### config.mk
export PLATFORM = sky130hd
export DESIGN_NAME = vx_writeback_collector
export DESIGN_NICKNAME = d
export VERILOG_FILES = /design/src/rtl/vx_writeback_collector.sv
export SDC_FILE = /design/constraint.sdc
export NUM_CORES = 1
export LEC_CHECK = 0
export ABC_AREA = 1
export ABC_CLOCK_PERIOD_IN_PS = 12050
export CORE_UTILIZATION = 45
export CTS_CLUSTER_SIZE = 40
export DETAILED_ROUTE_END_ITERATION = 10
export PLACE_DENSITY = 0.79
export RECOVER_POWER = 50
export SLEW_MARGIN = 0
export SYNTH_ARGS = -nofsm -noshare
export SYNTH_HDL_FRONTEND = slang
export SYNTH_SLANG_ARGS = --single-unit
### constraint.sdc
create_clock -name clk -period 12.05 [get_ports clk]
set_input_delay 1.205 -clock clk [delete_from_list [all_inputs] [get_ports clk]]
set_output_delay 1.205 -clock clk [all_outputs]
set_load 0.02 [all_outputs]
### src/rtl/vx_writeback_collector.sv
// Writeback collector: buffers commit-stage writeback beats and replays them as register-file
// writes, releases scoreboard entries on eop and checks sop/eop framing per issue warp.
module vx_writeback_collector #(
    parameter int NUM_LANES  = 4,
    parameter int XLEN       = 32,
    parameter int NUM_WIS    = 4,
    parameter int SIMD_IDX_W = 1,
    parameter int NR_BITS    = 6,
    parameter int UUID_WIDTH = 1,
    parameter int DEPTH      = 4,
    parameter int WIS_W      = (NUM_WIS > 1) ? $clog2(NUM_WIS) : 1,
    parameter int CNT_W      = $clog2(DEPTH + 1)
) (
    input  logic                          clk,
    input  logic                          reset_n,
    input  logic                          wb_valid,
    input  logic [UUID_WIDTH-1:0]         wb_uuid,
    input  logic [WIS_W-1:0]              wb_wis,
    input  logic [SIMD_IDX_W-1:0]         wb_sid,
    input  logic [NUM_LANES-1:0]          wb_tmask,
    input  logic [NR_BITS-1:0]            wb_rd,
    input  logic [NUM_LANES*XLEN-1:0]     wb_data,
    input  logic                          wb_sop,
    input  logic                          wb_eop,
    output logic [CNT_W-1:0]              wb_free,
    output logic                          gpr_wr_valid,
    input  logic                          gpr_wr_ready,
    output logic [UUID_WIDTH-1:0]         gpr_wr_uuid,
    output logic [WIS_W-1:0]              gpr_wr_wis,
    output logic [SIMD_IDX_W-1:0]         gpr_wr_sid,
    output logic [NR_BITS-1:0]            gpr_wr_rd,
    output logic [NUM_LANES-1:0]          gpr_wr_mask,
    output logic [NUM_LANES*XLEN-1:0]     gpr_wr_data,
    output logic                          sb_release_valid,
    output logic [WIS_W-1:0]              sb_release_wis,
    output logic [NR_BITS-1:0]            sb_release_rd,
    output logic                          err_overflow,
    output logic                          err_protocol,
    input  logic                          err_clear
);
    localparam int PTR_W = (DEPTH > 1) ? $clog2(DEPTH) : 1;

    typedef enum logic {IDLE = 1'b0, IN_PKT = 1'b1} frame_state_e;

    logic [UUID_WIDTH-1:0]     mem_uuid  [DEPTH];
    logic [WIS_W-1:0]          mem_wis   [DEPTH];
    logic [SIMD_IDX_W-1:0]     mem_sid   [DEPTH];
    logic [NUM_LANES-1:0]      mem_tmask [DEPTH];
    logic [NR_BITS-1:0]        mem_rd    [DEPTH];
    logic [NUM_LANES*XLEN-1:0] mem_data  [DEPTH];
    logic                      mem_eop   [DEPTH];

    logic [PTR_W-1:0] head, tail;
    logic [CNT_W-1:0] count, count_next;
    frame_state_e     frame_st [NUM_WIS];

    logic full, empty, deq, enq, drop, frame_err;

    // A full FIFO still accepts a beat when the head leaves in the same cycle.
    assign full      = (count == CNT_W'(DEPTH));
    assign empty     = (count == '0);
    assign deq       = !empty && gpr_wr_ready;
    assign enq       = wb_valid && (!full || deq);
    assign drop      = wb_valid && !enq;
    assign frame_err = wb_valid && ((frame_st[wb_wis] == IN_PKT) == wb_sop);

    always_comb begin
        count_next = count + CNT_W'(enq) - CNT_W'(deq);
    end

    assign gpr_wr_valid = !empty;
    assign gpr_wr_uuid  = empty ? '0 : mem_uuid[head];
    assign gpr_wr_wis   = empty ? '0 : mem_wis[head];
    assign gpr_wr_sid   = empty ? '0 : mem_sid[head];
    assign gpr_wr_rd    = empty ? '0 : mem_rd[head];
    assign gpr_wr_mask  = empty ? '0 : mem_tmask[head];
    assign gpr_wr_data  = empty ? '0 : mem_data[head];

    always_ff @(posedge clk) begin
        if (enq) begin
            mem_uuid[tail]  <= wb_uuid;
            mem_wis[tail]   <= wb_wis;
            mem_sid[tail]   <= wb_sid;
            mem_tmask[tail] <= wb_tmask;
            mem_rd[tail]    <= wb_rd;
            mem_data[tail]  <= wb_data;
            mem_eop[tail]   <= wb_eop;
        end
    end

    // Every outcome of the framing check leaves the warp in IN_PKT exactly when eop is low.
    always_ff @(posedge clk or negedge reset_n) begin
        if (!reset_n) begin
            head             <= '0;
            tail             <= '0;
            count            <= '0;
            wb_free          <= CNT_W'(DEPTH);
            sb_release_valid <= 1'b0;
            sb_release_wis   <= '0;
            sb_release_rd    <= '0;
            err_overflow     <= 1'b0;
            err_protocol     <= 1'b0;
            for (int i = 0; i < NUM_WIS; i++) begin
                frame_st[i] <= IDLE;
            end
        end else begin
            if (enq) begin
                tail <= tail + PTR_W'(1);
            end
            if (deq) begin
                head <= head + PTR_W'(1);
            end
            count   <= count_next;
            wb_free <= CNT_W'(DEPTH) - count_next;

            sb_release_valid <= deq && mem_eop[head];
            if (deq && mem_eop[head]) begin
                sb_release_wis <= mem_wis[head];
                sb_release_rd  <= mem_rd[head];
            end

            if (wb_valid) begin
                frame_st[wb_wis] <= wb_eop ? IDLE : IN_PKT;
            end

            if (drop) begin
                err_overflow <= 1'b1;
            end else if (err_clear) begin
                err_overflow <= 1'b0;
            end

            if (frame_err) begin
                err_protocol <= 1'b1;
            end else if (err_clear) begin
                err_protocol <= 1'b0;
            end
        end
    end

endmodule
* After elaboration in Yosys (flattened, before gate mapping)
Memory sizes are Yosys's and may differ from the RTL's.
Cells that the tools add are included.
** Storage, ports and cells
- Flip-flop bits (word level) :: 25
- RAM bits :: 572
- Input bits :: 149
- Output and inout bits :: 157
- Word-level logic and storage cells :: 61
- Memories :: 7
** Cells by class
- Add/subtract/negate cells :: 5
- Magnitude comparators :: 2
- Equal/unequal tests :: 2
- Muxes and demuxes :: 18
- Bitwise operators :: 1
- Reduce and logical (&&, ||, !) cells :: 13
** Memory list
- mem_data :: depth 4, width 128, read ports 1, clocked after Yosys merged registers in 0, wr ports 1, line 50 : logic [NUM_LANES*XLEN-1:0] mem_data [DEPTH];
- mem_rd :: depth 4, width 6, read ports 1, clocked after Yosys merged registers in 0, wr ports 1, line 49 : logic [NR_BITS-1:0] mem_rd [DEPTH];
- mem_tmask :: depth 4, width 4, read ports 1, clocked after Yosys merged registers in 0, wr ports 1, line 48 : logic [NUM_LANES-1:0] mem_tmask [DEPTH];
- mem_wis :: depth 4, width 2, read ports 1, clocked after Yosys merged registers in 0, wr ports 1, line 46 : logic [WIS_W-1:0] mem_wis [DEPTH];
- mem_eop :: depth 4, width 1, read ports 1, clocked after Yosys merged registers in 0, wr ports 1, line 51 : logic mem_eop [DEPTH];
- mem_sid :: depth 4, width 1, read ports 1, clocked after Yosys merged registers in 0, wr ports 1, line 47 : logic [SIMD_IDX_W-1:0] mem_sid [DEPTH];
- 1 more memories
** Operators by type and width (count)
- 2-to-1 mux 128 bit :: 1
- 2-to-1 mux 1 bit :: 11
- logical AND 1 bit :: 6
- 2-to-1 mux 6 bit :: 1
- adder 2 x 1 -> 2 bit, second input constant :: 2
- bitwise mux 4 bit :: 1
- 2-to-1 mux 4 bit :: 1
- nonzero test 2 bit :: 2
- adder 3 x 1 -> 3 bit :: 1
- == test 3 bit, second input constant :: 1
- >= comparator 3 bit, second input constant :: 1
- logical NOT 1 bit :: 3
- logical NOT 3 bit :: 1
- < comparator 3 x 1 -> 1 bit, second input constant :: 1
- NOT 2 -> 3 bit :: 1
- subtractor 3 x 1 -> 3 bit :: 1
- subtractor 3 bit, first input constant :: 1
- binary-select mux 1 bit (select 2 bit) :: 1
- demux 1 bit (select 2 bit) :: 1
- 2-to-1 mux 2 bit :: 1
- == test 1 bit :: 1
- logical OR 1 bit :: 1

* Longest topological paths before layout
Gate-level depths: netlist of run 1.
- Depth in word-level cells :: 8
- Gate-level depth with buffers :: 12
- Gate-level depth less buffers :: 12

* Worst setup path before layout of run 1
Ideal clock, no wire load.
- Path kind :: input port to flip-flop
- From :: in wb_valid
- To :: mem mem_data[0][0] in the netlist's numbering, enable pin
- Setup time :: 0.648 ns
- Arrival time :: 7.573 ns
- Required time :: 11.402 ns
- Slack :: 3.829 ns
- Stages :: 3
- Path buffers :: 1
- Cell sequence :: clkbuf_1 > nand2_1 > nor2_1
** On the way
- Cells in the longest elaborated chain, start to end :: 3
** Ends and longest elaborated chain
- from (decl) :: line 16 : input logic wb_valid,
- logical AND 1 bit :: line 63 : assign enq = wb_valid && (!full || deq);
- 2-to-1 mux 1 bit :: line 80 : if (enq) begin
- 2-to-1 mux 1 bit (not written as such) :: line 86 : mem_data[tail] <= wb_data;
- to (decl) :: line 50
No other way between the ends.

* Final worst setup path of run 1
- From :: reg count[1]
- To :: out gpr_wr_data[111]
** On the way
- Cells in the longest elaborated chain, start to end :: 2
** Ends and longest elaborated chain
- from (decl) :: line 54 : logic [CNT_W-1:0] count, count_next;
- from (signal assigned) :: line 113 : count <= count_next;
- logical NOT 3 bit :: line 61 : assign empty = (count == '0);
- 2-to-1 mux 128 bit :: line 77 : assign gpr_wr_data = empty ? '0 : mem_data[head];
- to (decl) :: line 33 : output logic [NUM_LANES*XLEN-1:0] gpr_wr_data,
No other way between the ends.

==> results of run 1 <==
[per-layer routing]
| metal | vias to the layer above | share of wire (%) | track usage (%) |
|---|---|---|---|
| li1 | 7005 | - | - |
| met1 | 7449 | 40 | 25.3 |
| met2 | 460 | 51 | 35.1 |
| met3 | 80 | 6.9 | 4.31 |
| met4 | 14 | 1.9 | 5.58 |
| met5 | - | 0.15 | 0 |
[cell type report]
| type | instances | area (um2) | area share [%] |
|---|---|---|---|
| timing repair buffer | 325 | 3200 | 11.1 |
| antenna | 10 | 25.0 | 0.0871 |
| sequential | 596 | 17800 | 61.9 |
| tap | 680 | 851 | 2.96 |
| clock inverter | 41 | 358 | 1.24 |
| inverter | 35 | 141 | 0.492 |
| clock buffer | 70 | 1540 | 5.35 |
| multi-input combinational | 1080 | 4850 | 16.9 |
[cell usage after synthesis, types with 5 or more instances]
library cell,count
dfrtp_1,23
inv_1,33
buf_2,54
clkbuf_1,46
nand3_1,18
a21oi_1,141
o21ai_0,274
ha_1,7
edfxtp_1,572
o211ai_2,10
buf_1,6
nand2_1,69
nor2_1,544
xor2_1,5
[worst max-delay path: stages (launching register included)]
cell	delay [ns]
dfrtp_1	0.45
nor3_4	0.21
clkbuf_1	2.33
buf_4	0.83
a21oi_1	0.20
clkdlybuf4s50_1	0.59
[cells in the final DEF, fill, tap and decap left out, types with 12 or more instances in the layout]
cell type,Yosys,layout
o21ai_0,274,274
nor2_1,544,544
clkbuf_16,0,60
clkdlybuf4s50_1,0,154
clkbuf_1,46,12
edfxtp_1,572,572
clkinv_1,0,15
dfrtp_1,23,21
inv_1,33,33
nand3_1,18,18
dlygate4sd3_1,0,151
nand2_1,69,69
buf_4,1,18
a21oi_1,141,141
[sequential cells by signal, summed over array words and instances (netlist names), 2 cells and up]
name	cells
wb_free	2
mem_uuid	4
mem_rd	24
frame_st	4
mem_eop	4
mem_wis	8
count	3
tail	2
mem_tmask	16
sb_release_rd	6
mem_sid	4
head	2
sb_release_wis	2
mem_data	512
[kinds of logic (layout without fill, tap and decap cells)]
| logic type | Yosys count | count (layout) | synth area share (%) |
|---|---|---|---|
| fa+ha+maj | 8 | 8 | 0.462 |
| simple gates | 639 | 639 | 10.6 |
| xor+xnor | 5 | 5 | 0.188 |
| other cells | 0 | 10 | 0 |
| flops | 596 | 596 | 76.3 |
| compound gates | 428 | 428 | 9.59 |
| buf+inv | 147 | 471 | 2.90 |
[path summary, 6_finish.rpt]
kind / startpoint / endpoint / slack [ns] / depth (start not counted)
setup / recovery: count[1] / gpr_wr_data[111] / 5.54 / 5
hold / removal: sb_release_rd[2] / sb_release_rd[2] / 0.48 / 2
setup reg to reg: count[1] / wb_free[2] / 6.11 / 12
hold reg to reg: sb_release_rd[2] / sb_release_rd[2] / 0.48 / 2
max in group asynchronous: reset_n / head[1] / 9.91 / 1
min in group asynchronous: reset_n / sb_release_rd[3] / 1.29 / 1
[power by group]
group	internal, mW	switching (mW)	total (mW)
logic	1.25	2.14	3.39
clock network	1.02	0.756	1.78
registers	2.73	0.142	2.88
total	5.01	3.04	8.05
[metrics by stage]
step / utilization, % / total power, mW
3_3_place_gp: 52.5 / 6.25
6_report: 56.1 / 8.05
4_1_cts: 56.2 / 8.12
5_1_grt: 56.1 / 8.48
2_1_floorplan: - / 4.95
3_5_place_dp: 52.5 / 6.32
==> impl_metrics.ini, run 1 <==
[run_status]
outcome = finished with violations
violations = max-capacitance violations, max-slew violations

[yosys]
synthTopCellsByArea = edfxtp_1, nor2_1, o21ai_0
ys_seq_elements = 596
syn_area_um2 = 23300
syn_nets = 1980
synth_top_area_share_pct = 73.7
yosysTopAreaCell = edfxtp_1
yosysSeqAreaShare_pct = 76.3
yosysWarningCount = 0
yosys_most_used_dff = edfxtp_1
synth_edf_count = 572
ys_types = 29
synth.avg_cell_area_um2 = 12.8
async_reset_ff_share_pct = 4.03
synthCells = 1823

[clock_tree]
cts_tree = done
clkSinkCount = 596
cts_resized = 0
holdBufCountCts = 0
post-cts-setup-buffers = 0
cts_root_buf = clkbuf_16
cts_buffer_depth = 3
clk_latency_ns = 0.61
htreeDepth = 2
clk_pin_slew_ns = 0.06
cts_buffers = 59

[placement]
gp_congestion = 0.769
place_ws_ns = 7.19
port_buffers = 305
place_inst = 2716
place_hpwl_mm = 29.4
place_area_um2 = 26900

[layout]
fin_area_um2 = 28700
drive_above_1_share_pct = 5.87
layoutNonFillerInstCount = 2837
fin_nets = 2254
area_delta_synth_final_pct = 23.4
fillCellCount = 3986

[critical_path]
cp.required_ns = 10.85
startpoint_type = flop
critical_path_class = flop to output port
worstPathArrival_ns = 5.31
cp_max_fo = 53
endpoint_kind = output port

[grt]
track_usage_pct = 20.1
grt_antenna_before_repair = 9
grt_max_degree = 177
global_route.overflow_total = 0
grt_pass1_wl_mm = 82.4
grt_pass1_vias = 15100

[detailed_routing]
wire_per_inst_um = 18.9
dr.pass1.iters = 5
wl_mm = 53.6
route.vias.total = 15000
viasPerCell = 5.29
drcViolationCount = 0
final_antenna_net_count = 0
drt_iter0_drc = 1240

[die]
chipHeight_um = 230
dieArea_um2 = 52700
core_um2 = 51200
start_util_pct = 45.5
die_x_um = 230
ios = 306
rows = 83

[sta]
slew_headroom_pct = -122
setup_ws_ns = 5.54
tightest_slew_ns = 3.33
finalSetupTns_ns = 0
setup_violations = 0
grt_setup_unrepaired = no
layout_worst_path_cycle_share_pct = 54.0
fmax_ghz = 0.154
fin_hold_ws_ns = 0.481
fin_worst_skew_ns = 0.0174
drv_slew = 109
hold_violations = 0
min_period_ns = 6.51

[hold_path]
hold_path.class = flop to flop

[power_and_ir_drop]
p_per_area_nw_per_um2 = 280
leakage_nw = 9.83
ir_worst_vdd_v = 0.000206

[flow_run]
maxCapViolCount = 3
Note: power is estimated with default switching activity, not from simulation.
==> inputs of run 2 (changes only) <==
ABC_CLOCK_PERIOD_IN_PS = 6700   (was 12050)
clock period = 6.7 ns   (was 12.05 ns; I/O delays follow)
==> impl_metrics.ini, run 2 (same netlist as run 1, synthesis figures left out) <==
[detailed_routing]
wire_per_inst_um = 18.6
drcViolationCount = 0
wl_mm = 52.7
dr.pass1.iters = 5
final_antenna_net_count = 0
viasPerCell = 5.29
route.vias.total = 15000
drt_iter0_drc = 1128

[die]
start_util_pct = 45.5
ios = 306
chipHeight_um = 230
die_x_um = 230
rows = 83
core_um2 = 51200
dieArea_um2 = 52700

[critical_path]
endpoint_kind = output port
critical_path_class = flop to output port
rrSetupSlack_ns = 3.26
worstPathArrival_ns = 4.25
cp_max_fo = 84
cp.required_ns = 6.03
startpoint_type = flop

[grt]
global_route.overflow_total = 0
grt_pass1_vias = 15100
grt_max_degree = 148
grt_pass1_wl_mm = 81.3
track_usage_pct = 19.7
grt_antenna_before_repair = 8

[placement]
place_ws_ns = 2.45
port_buffers = 305
place_hpwl_mm = 29.8
gp_congestion = 0.770

[layout]
regMostFlops = mem_data
reg_top3 = mem_data: 512 flops, mem_rd: 24 flops, mem_tmask: 16 flops
final_cell_mix = edfxtp_1, nor2_1, o21ai_0, clkdlybuf4s50_1, dlygate4sd3_1
final_core_util_pct = 56.2
final_common_cell = edfxtp_1
drive_above_1_share_pct = 5.83
largest_reg_flops = 512
fin_nets = 2256
area_delta_synth_final_pct = 23.5

[clock_tree]
post-cts-setup-buffers = 0
cts_buffers = 57
cts_buffer_depth = 3
clk_pin_slew_ns = 0.06
cts_resized = 0
cts_root_buf = clkbuf_16
clk_latency_ns = 0.59
cts_tree = done
holdBufCountCts = 0
htreeDepth = 2
clkSinkCount = 596

[sta]
slew_headroom_pct = 5.17
tightest_slew_ns = 1.42
setup_ws_ns = 1.78
hold_violations = 0
setup_violations = 0
grt_setup_unrepaired = no
min_period_ns = 4.92
drv_slew = 0
layout_worst_path_cycle_share_pct = 73.4
fmax_ghz = 0.203
fin_worst_skew_ns = 0.0115

[hold_path]
hold_path.class = flop to flop

[flow_run]
maxCapViolCount = 0

[power_and_ir_drop]
p_per_area_nw_per_um2 = 502
ir_worst_vdd_v = 0.000398
leakage_nw = 9.81

[run_status]
outcome = completed
## run 2: through the flow
stage          area (um2)  setup TNS [ns]  hold WS (ns)  total power [mW]  std cells
2_1_floorplan       23300         -564.19         0.374              8.91       1823
4_1_cts             28800               0         0.424              14.6       2824
3_3_place_gp        26900               0         0.461              11.2       2720
5_1_grt             28700               0         0.539              15.2       2827
6_report            28800               0         0.487              14.4       2836
3_5_place_dp        26900               0         0.473              11.4       2720
## run 2: cell type report
type                       count  area (um2)
clock inverter                31         330
inverter                      35         141
tap                          680         851
clock buffer                  73        1520
sequential                   596       17800
antenna                       12        30.0
timing repair buffer         329        3240
multi-input combinational   1080        4870
fill                        3940       22400
## run 2: worst paths after layout
check                      depth (start not counted)          endpoint   startpoint
setup / recovery                                   7   gpr_wr_data[38]      head[0]
max in group asynchronous                          2           head[1]      reset_n
setup reg to reg                                   6   mem_data[2][33]     count[1]
hold / removal                                     2       frame_st[1]  frame_st[1]
min in group asynchronous                          2  sb_release_rd[4]      reset_n
hold reg to reg                                    2       frame_st[1]  frame_st[1]
## run 2: layer usage
layer | vias to the layer above | share of wire (%) | GRT usage, %
li1 | 7012 | - | -
met1 | 7355 | 39 | 24.6
met2 | 537 | 51 | 34.0
met3 | 90 | 7.6 | 4.02
met4 | 8 | 2.5 | 6.98
met5 | - | 0.070 | 0
## run 2: worst max-delay path, stage by stage, from the launching register on
cell	delay, ns
dfrtp_4	0.90
buf_4	0.56
buf_4	0.76
nor2_1	0.12
nor2_1	0.13
o21ai_0	0.13
a21oi_1	0.22
clkdlybuf4s50_1	0.68
## run 2: power breakdown
part / switching [mW] / internal, mW / total [mW] / leakage [nW]
sequential: 0.322 / 4.91 / 5.23 / 5.54
clock: 1.31 / 1.86 / 3.17 / 0.897
combinational: 3.77 / 2.27 / 6.04 / 3.38
total: 5.40 / 9.03 / 14.4 / 9.81
